### src/rtl/riscv_issue.sv
// Single-entry RV32I decode/issue stage: decodes the fetch word into a one-hot
// vector, holds it in an issue register and supplies operands from a bypassed register file.
module riscv_issue #(
  parameter int unsigned SUPPORT_MUL = 1
) (
  input  logic        clk_i,
  input  logic        rst_i,
  input  logic        fetch_valid_i,
  input  logic [31:0] fetch_instr_i,
  input  logic [31:0] fetch_pc_i,
  output logic        fetch_accept_o,
  input  logic        branch_request_i,
  input  logic [31:0] branch_pc_i,
  output logic        fetch_branch_o,
  output logic [31:0] fetch_branch_pc_o,
  input  logic [4:0]  writeback_idx_i,
  input  logic        writeback_squash_i,
  input  logic [31:0] writeback_value_i,
  input  logic        stall_i,
  output logic        opcode_valid_o,
  output logic [57:0] opcode_instr_o,
  output logic [31:0] opcode_opcode_o,
  output logic [31:0] opcode_pc_o,
  output logic [4:0]  opcode_rd_idx_o,
  output logic [4:0]  opcode_ra_idx_o,
  output logic [4:0]  opcode_rb_idx_o,
  output logic [31:0] opcode_ra_operand_o,
  output logic [31:0] opcode_rb_operand_o,
  output logic        fault_illegal_o
);

  localparam int unsigned I_ANDI  = 0;
  localparam int unsigned I_ADDI  = 1;
  localparam int unsigned I_SLTI  = 2;
  localparam int unsigned I_SLTIU = 3;
  localparam int unsigned I_ORI   = 4;
  localparam int unsigned I_XORI  = 5;
  localparam int unsigned I_SLLI  = 6;
  localparam int unsigned I_SRLI  = 7;
  localparam int unsigned I_SRAI  = 8;
  localparam int unsigned I_LUI   = 9;
  localparam int unsigned I_AUIPC = 10;
  localparam int unsigned I_ADD   = 11;
  localparam int unsigned I_SUB   = 12;
  localparam int unsigned I_SLT   = 13;
  localparam int unsigned I_SLTU  = 14;
  localparam int unsigned I_XOR   = 15;
  localparam int unsigned I_OR    = 16;
  localparam int unsigned I_AND   = 17;
  localparam int unsigned I_SLL   = 18;
  localparam int unsigned I_SRL   = 19;
  localparam int unsigned I_SRA   = 20;
  localparam int unsigned I_JAL   = 21;
  localparam int unsigned I_JALR  = 22;
  localparam int unsigned I_BEQ   = 23;
  localparam int unsigned I_BNE   = 24;
  localparam int unsigned I_BLT   = 25;
  localparam int unsigned I_BGE   = 26;
  localparam int unsigned I_BLTU  = 27;
  localparam int unsigned I_BGEU  = 28;
  localparam int unsigned I_MUL   = 47;

  localparam logic [6:0] OPC_IMM    = 7'b0010011;
  localparam logic [6:0] OPC_OP     = 7'b0110011;
  localparam logic [6:0] OPC_LUI    = 7'b0110111;
  localparam logic [6:0] OPC_AUIPC  = 7'b0010111;
  localparam logic [6:0] OPC_JAL    = 7'b1101111;
  localparam logic [6:0] OPC_JALR   = 7'b1100111;
  localparam logic [6:0] OPC_BRANCH = 7'b1100011;
  localparam logic [6:0] F7_ZERO    = 7'b0000000;
  localparam logic [6:0] F7_ALT     = 7'b0100000;
  localparam logic [6:0] F7_MULDIV  = 7'b0000001;

  logic [6:0]  opc_w;
  logic [2:0]  f3_w;
  logic [6:0]  f7_w;
  logic [57:0] dec_w;

  assign opc_w = fetch_instr_i[6:0];
  assign f3_w  = fetch_instr_i[14:12];
  assign f7_w  = fetch_instr_i[31:25];

  always_comb begin
    dec_w = '0;
    case (opc_w)
      OPC_IMM: begin
        case (f3_w)
          3'b000: dec_w[I_ADDI]  = 1'b1;
          3'b010: dec_w[I_SLTI]  = 1'b1;
          3'b011: dec_w[I_SLTIU] = 1'b1;
          3'b100: dec_w[I_XORI]  = 1'b1;
          3'b110: dec_w[I_ORI]   = 1'b1;
          3'b111: dec_w[I_ANDI]  = 1'b1;
          3'b001: dec_w[I_SLLI]  = (f7_w == F7_ZERO);
          3'b101: begin
            dec_w[I_SRLI] = (f7_w == F7_ZERO);
            dec_w[I_SRAI] = (f7_w == F7_ALT);
          end
          default: ;
        endcase
      end
      OPC_OP: begin
        if (f7_w == F7_ZERO) begin
          case (f3_w)
            3'b000:  dec_w[I_ADD]  = 1'b1;
            3'b001:  dec_w[I_SLL]  = 1'b1;
            3'b010:  dec_w[I_SLT]  = 1'b1;
            3'b011:  dec_w[I_SLTU] = 1'b1;
            3'b100:  dec_w[I_XOR]  = 1'b1;
            3'b101:  dec_w[I_SRL]  = 1'b1;
            3'b110:  dec_w[I_OR]   = 1'b1;
            default: dec_w[I_AND]  = 1'b1;
          endcase
        end else if (f7_w == F7_ALT) begin
          dec_w[I_SUB] = (f3_w == 3'b000);
          dec_w[I_SRA] = (f3_w == 3'b101);
        end else if (f7_w == F7_MULDIV) begin
          dec_w[I_MUL] = (f3_w == 3'b000) && (SUPPORT_MUL != 0);
        end
      end
      OPC_LUI:   dec_w[I_LUI]   = 1'b1;
      OPC_AUIPC: dec_w[I_AUIPC] = 1'b1;
      OPC_JAL:   dec_w[I_JAL]   = 1'b1;
      OPC_JALR:  dec_w[I_JALR]  = (f3_w == 3'b000);
      OPC_BRANCH: begin
        case (f3_w)
          3'b000:  dec_w[I_BEQ]  = 1'b1;
          3'b001:  dec_w[I_BNE]  = 1'b1;
          3'b100:  dec_w[I_BLT]  = 1'b1;
          3'b101:  dec_w[I_BGE]  = 1'b1;
          3'b110:  dec_w[I_BLTU] = 1'b1;
          3'b111:  dec_w[I_BGEU] = 1'b1;
          default: ;
        endcase
      end
      default: ;
    endcase
  end

  assign fetch_accept_o    = !stall_i && !branch_request_i;
  assign fetch_branch_o    = branch_request_i;
  assign fetch_branch_pc_o = branch_pc_i;

  logic        valid_q;
  logic [57:0] instr_q;
  logic [31:0] opcode_q;
  logic [31:0] pc_q;
  logic [4:0]  rd_q, ra_q, rb_q;
  logic        fault_q;
  logic        fault_d;

  assign fault_d = fetch_accept_o && fetch_valid_i && (dec_w == '0);

  // A redirect only kills the valid bit; the remaining fields are don't-care once invalid.
  always_ff @(posedge clk_i or negedge rst_i) begin
    if (!rst_i) begin
      valid_q  <= 1'b0;
      instr_q  <= '0;
      opcode_q <= '0;
      pc_q     <= '0;
      rd_q     <= '0;
      ra_q     <= '0;
      rb_q     <= '0;
      fault_q  <= 1'b0;
    end else begin
      fault_q <= fault_d;
      if (branch_request_i) begin
        valid_q <= 1'b0;
      end else if (!stall_i) begin
        valid_q  <= fetch_valid_i;
        instr_q  <= dec_w;
        opcode_q <= fetch_instr_i;
        pc_q     <= fetch_pc_i;
        rd_q     <= fetch_instr_i[11:7];
        ra_q     <= fetch_instr_i[19:15];
        rb_q     <= fetch_instr_i[24:20];
      end
    end
  end

  logic [31:0] regs_q [31:1];
  logic        wb_en_w;

  assign wb_en_w = (writeback_idx_i != 5'd0) && !writeback_squash_i;

  always_ff @(posedge clk_i or negedge rst_i) begin
    if (!rst_i) begin
      for (int unsigned i = 1; i < 32; i++) regs_q[i[4:0]] <= '0;
    end else if (wb_en_w) begin
      regs_q[writeback_idx_i] <= writeback_value_i;
    end
  end

  // Bypass the in-flight writeback so a dependent instruction issues back-to-back.
  always_comb begin
    opcode_ra_operand_o = '0;
    if (ra_q != 5'd0) begin
      if (wb_en_w && (ra_q == writeback_idx_i)) opcode_ra_operand_o = writeback_value_i;
      else                                      opcode_ra_operand_o = regs_q[ra_q];
    end
  end

  always_comb begin
    opcode_rb_operand_o = '0;
    if (rb_q != 5'd0) begin
      if (wb_en_w && (rb_q == writeback_idx_i)) opcode_rb_operand_o = writeback_value_i;
      else                                      opcode_rb_operand_o = regs_q[rb_q];
    end
  end

  assign opcode_valid_o  = valid_q;
  assign opcode_instr_o  = instr_q;
  assign opcode_opcode_o = opcode_q;
  assign opcode_pc_o     = pc_q;
  assign opcode_rd_idx_o = rd_q;
  assign opcode_ra_idx_o = ra_q;
  assign opcode_rb_idx_o = rb_q;
  assign fault_illegal_o = fault_q;

endmodule

### config.mk
export PLATFORM = sky130hd
export DESIGN_NAME = riscv_issue
export DESIGN_NICKNAME = d
export VERILOG_FILES = /design/src/rtl/riscv_issue.sv
export SDC_FILE = /design/constraint.sdc
export NUM_CORES = 2
export LEC_CHECK = 0
export BUFFER_PORTS_ARGS = -buffer_cell sky130_fd_sc_hd__buf_2
export CAP_MARGIN = 25
export CORE_MARGIN = 2
export CORE_UTILIZATION = 35
export DETAILED_ROUTE_END_ITERATION = 8
export SLEW_MARGIN = 25
export SYNTH_ARGS = -nofsm -noshare
export SYNTH_HDL_FRONTEND = slang
export SYNTH_SLANG_ARGS = --single-unit
### constraint.sdc
create_clock -name clk_i -period 1.8 [get_ports clk_i]
set_input_delay 0.18 -clock clk_i [delete_from_list [all_inputs] [get_ports clk_i]]
set_output_delay 0.18 -clock clk_i [all_outputs]
set_load 0.005 [all_outputs]
# ---- Yosys cells after proc, flatten, opt, wreduce, memory -nomap -nowiden
# Index checks and enable logic that the tools add are counted.
dict set report totals {
  ff_bits 1103
  input_bits 139
  out_inout_bits 237
  word_cells 123
}
dict set report op_classes {
  order_cmp 4
  n_eq_ne 19
  muxes 41
  bitwise 2
  n_reduce_logical 18
}
# op count
set op_table {}
lappend op_table {{bitwise mux 992 bit} 1}
lappend op_table {{binary-select mux 32 bit (select 5 bit)} 2}
lappend op_table {{2-to-1 mux 32 bit} 7}
lappend op_table {{demux 32 bit (select 5 bit)} 1}
lappend op_table {{logical NOT 58 bit} 1}
lappend op_table {{2-to-1 mux 1 bit} 25}
lappend op_table {{== test 7 x 6 -> 1 bit (second input constant)} 3}
lappend op_table {{== test 7 bit (second input constant)} 3}
lappend op_table {{< comparator 5 x 6 -> 1 bit (second input constant)} 3}
lappend op_table {{nonzero test 5 bit} 3}
lappend op_table {{== test 7 x 5 -> 1 bit (second input constant)} 2}
lappend op_table {{== test 3 bit (second input constant)} 4}
lappend op_table {{== test 5 bit} 2}
lappend op_table {{2-to-1 mux 10 bit} 1}
lappend op_table {{2-to-1 mux 9 bit} 1}
lappend op_table {{== test 7 x 1 -> 1 bit (second input constant)} 1}
lappend op_table {{logical AND 1 bit} 7}
lappend op_table {{logical NOT 7 bit} 1}
lappend op_table {{2-to-1 mux 7 bit} 1}
lappend op_table {{OR reduction 7 bit} 1}
lappend op_table {{== test 3 x 2 -> 1 bit (second input constant)} 2}
lappend op_table {{2-to-1 mux 6 bit} 1}
lappend op_table {{>= comparator 5 x 1 -> 1 bit (second input constant)} 1}
lappend op_table {{== test 3 x 1 -> 1 bit (second input constant)} 1}
lappend op_table {{other kinds (6)} 9}

# ---- Longest topological paths before layout
dict set report logic_depth {
  depth_word 7
  ltp_mapped 10
  depth_no_buf 6
}

# ---- Least setup slack after synthesis
# No wires, ideal clock.
dict set report synth_path {
  path_kind {register to output}
  from {reg, netlist name opcode_opcode_o[16]}
  to {out opcode_ra_operand_o[17]}
  arrival_time_ns 1.827
  t_required_ns 1.620
  path_slack_ns -0.207
  path_stages_with_launch 7
  n_path_buf 3
  path_cell_list {dfrtp_1 > buf_4 > buf_2 > clkbuf_1 > mux4_2 > a221oi_1 > a31oi_1}
}
# element line
set synth_rtl {}
lappend synth_rtl {{end, declared} 27} ;# output logic [31:0] opcode_ra_operand_o,

==> results.sh <==
export IMPL_leakage_nw=35.43
export IMPL_viasPerCell=5.904
export IMPL_num_vias=46020
export IMPL_fin_hold_ws_ps=70.40
export IMPL_hp_class="input port to register"
export IMPL_rsz0062_at_grt="true"
export IMPL_multi_input_area_um2=31910
export IMPL_dieArea_um2=172200
export IMPL_criticalPathCategory="register to output pin"
export IMPL_status="finished, violations left"
export IMPL_dpl_hpwl_mm=153.4
export IMPL_area_growth_syn_to_layout_pct=36.13
export IMPL_totalWireLength_mm=238.2
export IMPL_final_design_area_no_fill_um2=80490
export IMPL_nets=5631
export IMPL_drtIter0Drc=4220
export IMPL_dieWidth_um=415
export IMPL_grt_ovfl_total=0
export IMPL_worstSetupEndpointType="output pin"
export IMPL_synthDistinctLibCells=70
export IMPL_io_pins=376
export IMPL_netlist_area_um2=59120
export IMPL_slowest_stage="dfrtp_4"
export IMPL_min_period_over_period=1.862
export IMPL_synth_most_common_cell="mux2_2"
export IMPL_setup_viol=84
export IMPL_fmax_ghz=0.2984
export IMPL_min_period_ps=3351
export IMPL_gp_congestion=0.9148
export IMPL_synthTopCellsByArea="dfrtp_1 46%, mux2_2 21%, mux4_2 11%"
export IMPL_crit_path_frequent_cell="buf_6"
export IMPL_relSlewSlack=0.4279
export IMPL_nFillCells=14460
export IMPL_syn_avg_cell_area_um2=13.27
export IMPL_path_max_fanout=5
export IMPL_placed_cell_area_um2=69070
export IMPL_cp_data_required_time_ps=1620
export IMPL_yosys_warnings=0
export IMPL_ys_ff_latch=1088
export IMPL_fin_util=0.4808
export IMPL_synth_largest_area_cell="dfrtp_1"
export IMPL_first_pass_iters=6
export IMPL_cp_arrival_ps=3170
export IMPL_irDropWorstVdd_mv=0.8139
export IMPL_grt_pass1_vias=47230
export IMPL_power_total_mw=88.05
export IMPL_synth_top_area_frac=0.4605
export IMPL_start_util=0.3532
export IMPL_port_buffers=283
export IMPL_grt_max_degree=104
export IMPL_clockBufferDepth=3
export IMPL_slew_violations=0
export IMPL_ys_seq_area_frac=0.4605
export IMPL_setup_slack_ps=-1551
export IMPL_synth_edff_count=0
export IMPL_core_region_area_um2=167400
export IMPL_track_usage=0.2675
export IMPL_path_cells="buf_12 -> buf_12 -> buf_6 -> mux2i_1 -> a22o_1 -> a2111oi_4 -> a31oi_2 -> a31oi_4 -> buf_6 -> buf_6"
export IMPL_fin_worst_skew_ps=0
export IMPL_ant_nets=0
export IMPL_failed_checks="setup timing"
export IMPL_worst_pin_slew_ps=856.3
export IMPL_async_flop_share=1.000
export IMPL_grt_pass1_wl_mm=339.2
export IMPL_clock_root_buffer="clkbuf_16"
export IMPL_antenna_found_initial=8
export IMPL_cts_tree="done"
export IMPL_rows=150
export IMPL_ff_latch_area_um2=27250
export IMPL_slowest_delay_ps=520
export IMPL_cts_htree_levels=3
export IMPL_syn_inst=4457
export IMPL_clkLatencyLatePin_ps=750
export IMPL_numCtsBuffers=118
export IMPL_drive_above_1_share=0.5963
export IMPL_fp_dieH_um=415
export IMPL_maxCapViolCount=0
export IMPL_clkTransAtPathRegs_ps=70
export IMPL_clock_sinks=1088
export IMPL_cp_start_kind="register"
export IMPL_drc_errors=0
export IMPL_routedWlPerCell_um=30.55
export IMPL_synth_common_cells="1090 x mux2_2, 1088 x dfrtp_1, 312 x mux2i_1"
export IMPL_p_per_area_nw_per_um2=1094
export IMPL_hold_violations=0
export IMPL_synthFlopType="dfrtp_1"
-- kinds of logic after synthesis --
group / Yosys count / share of synthesized area
AOI/OAI and AO/OA: 525 / 0.06421
xor gates and xnor gates: 10 / 0.001481
buffers and inverters: 525 / 0.05183
DFF: 1088 / 0.4605
muxes: 1717 / 0.3749
other: 1 / 0.00006343
and+or+nand+nor: 591 / 0.04702
-- flip-flops by register name, indices dropped and copies added (netlist names) --
name,count
opcode_instr_o,30
opcode_opcode_o,32
opcode_pc_o,32
opcode_valid_o,1
fault_illegal_o,1
regs_q,992
-- critical path: cells and delay by family (launching register included) --
kind / cells / cell delay, ps
AO/OA/AOI/OAI: 4 / 1070
buffers and inverters: 5 / 660
flip-flops: 1 / 520
multiplexers: 1 / 120
-- worst paths after layout --
kind	endpoint	from	slack, ps	depth (start not counted)
hold / removal	regs_q[636]	writeback_value_i[28]	70	3
hold reg to reg	opcode_pc_o[22]	opcode_pc_o[22]	470	2
setup reg to reg	opcode_opcode_o[17]	opcode_opcode_o[17]	360	6
setup / recovery	opcode_rb_operand_o[31]	opcode_opcode_o[21]	-1550	10
max in group asynchronous	regs_q[672]	rst_i	950	4
min in group asynchronous	regs_q[691]	rst_i	90	3
-- layer usage --
layer  wire length [um]  vias to the layer above  GRT usage
met5                 34                        -          0
met4              16920                        6     0.1571
met3              18670                      721    0.05702
met2             110300                     2310     0.4265
met1              92230                    24210     0.3352
li1                   -                    18780          -
-- through the flow --
stage / instances / setup slack, ps / setup TNS (ps)
floorplan: 4484 / -165.3 / -7618
global placement: 7291 / -1306 / -170650
detailed placement: 7293 / -1301 / -160290
CTS: 7736 / -1510 / -95210
global route: 7795 / -1550 / -96730
finish: 7796 / -1551 / -94430
-- final cells by class --
type                    count  share of cell area
flip-flops and latches   1088              0.3386
clock inverters            46            0.005876
multi-input cells        2871              0.3965
well taps                2204             0.03426
clock buffers             173             0.04490
repair buffers           1409              0.1796
diodes                      1          0.00003109
inverters                   4           0.0002798
-- what timing repair did --
item | CTS | global route
setup endpoints to repair | 84 | 85
pin swaps | 114 | 109
setup buffers | 107 | 67
gates resized for setup | 561 | 274
hold buffers | 98 | 0
endpoints found under the hold margin | 1385 | 0
cloned | 30 | 11
-- cell usage in the layout, fill, tap and decap left out, types with 25 or more instances in the layout --
| cell | n |
|---|---|
| buf_2 | 247 |
| dfrtp_1 | 1079 |
| mux2_2 | 1082 |
| mux2_1 | 27 |
| nand2_1 | 274 |
| buf_4 | 657 |
| conb_1 | 28 |
| mux4_2 | 286 |
| buf_6 | 130 |
| nor2b_1 | 51 |
| a221oi_2 | 45 |
| a22oi_1 | 43 |
| clkbuf_16 | 131 |
| buf_12 | 199 |
| o21ai_0 | 63 |
| mux2i_1 | 281 |
| a21oi_2 | 28 |
| nor2_1 | 47 |
| buf_8 | 25 |
| clkbuf_8 | 39 |
| buf_16 | 34 |
| dlygate4sd3_1 | 98 |
| nor3_1 | 35 |
| clkinv_2 | 29 |
-- power breakdown --
part / internal [mW] / switching, mW
clock network: 15.0 / 10.8
logic: 16.1 / 13.7
registers: 29.0 / 3.41
total: 60.1 / 27.9
Note: power is estimated with default switching activity, not from simulation.
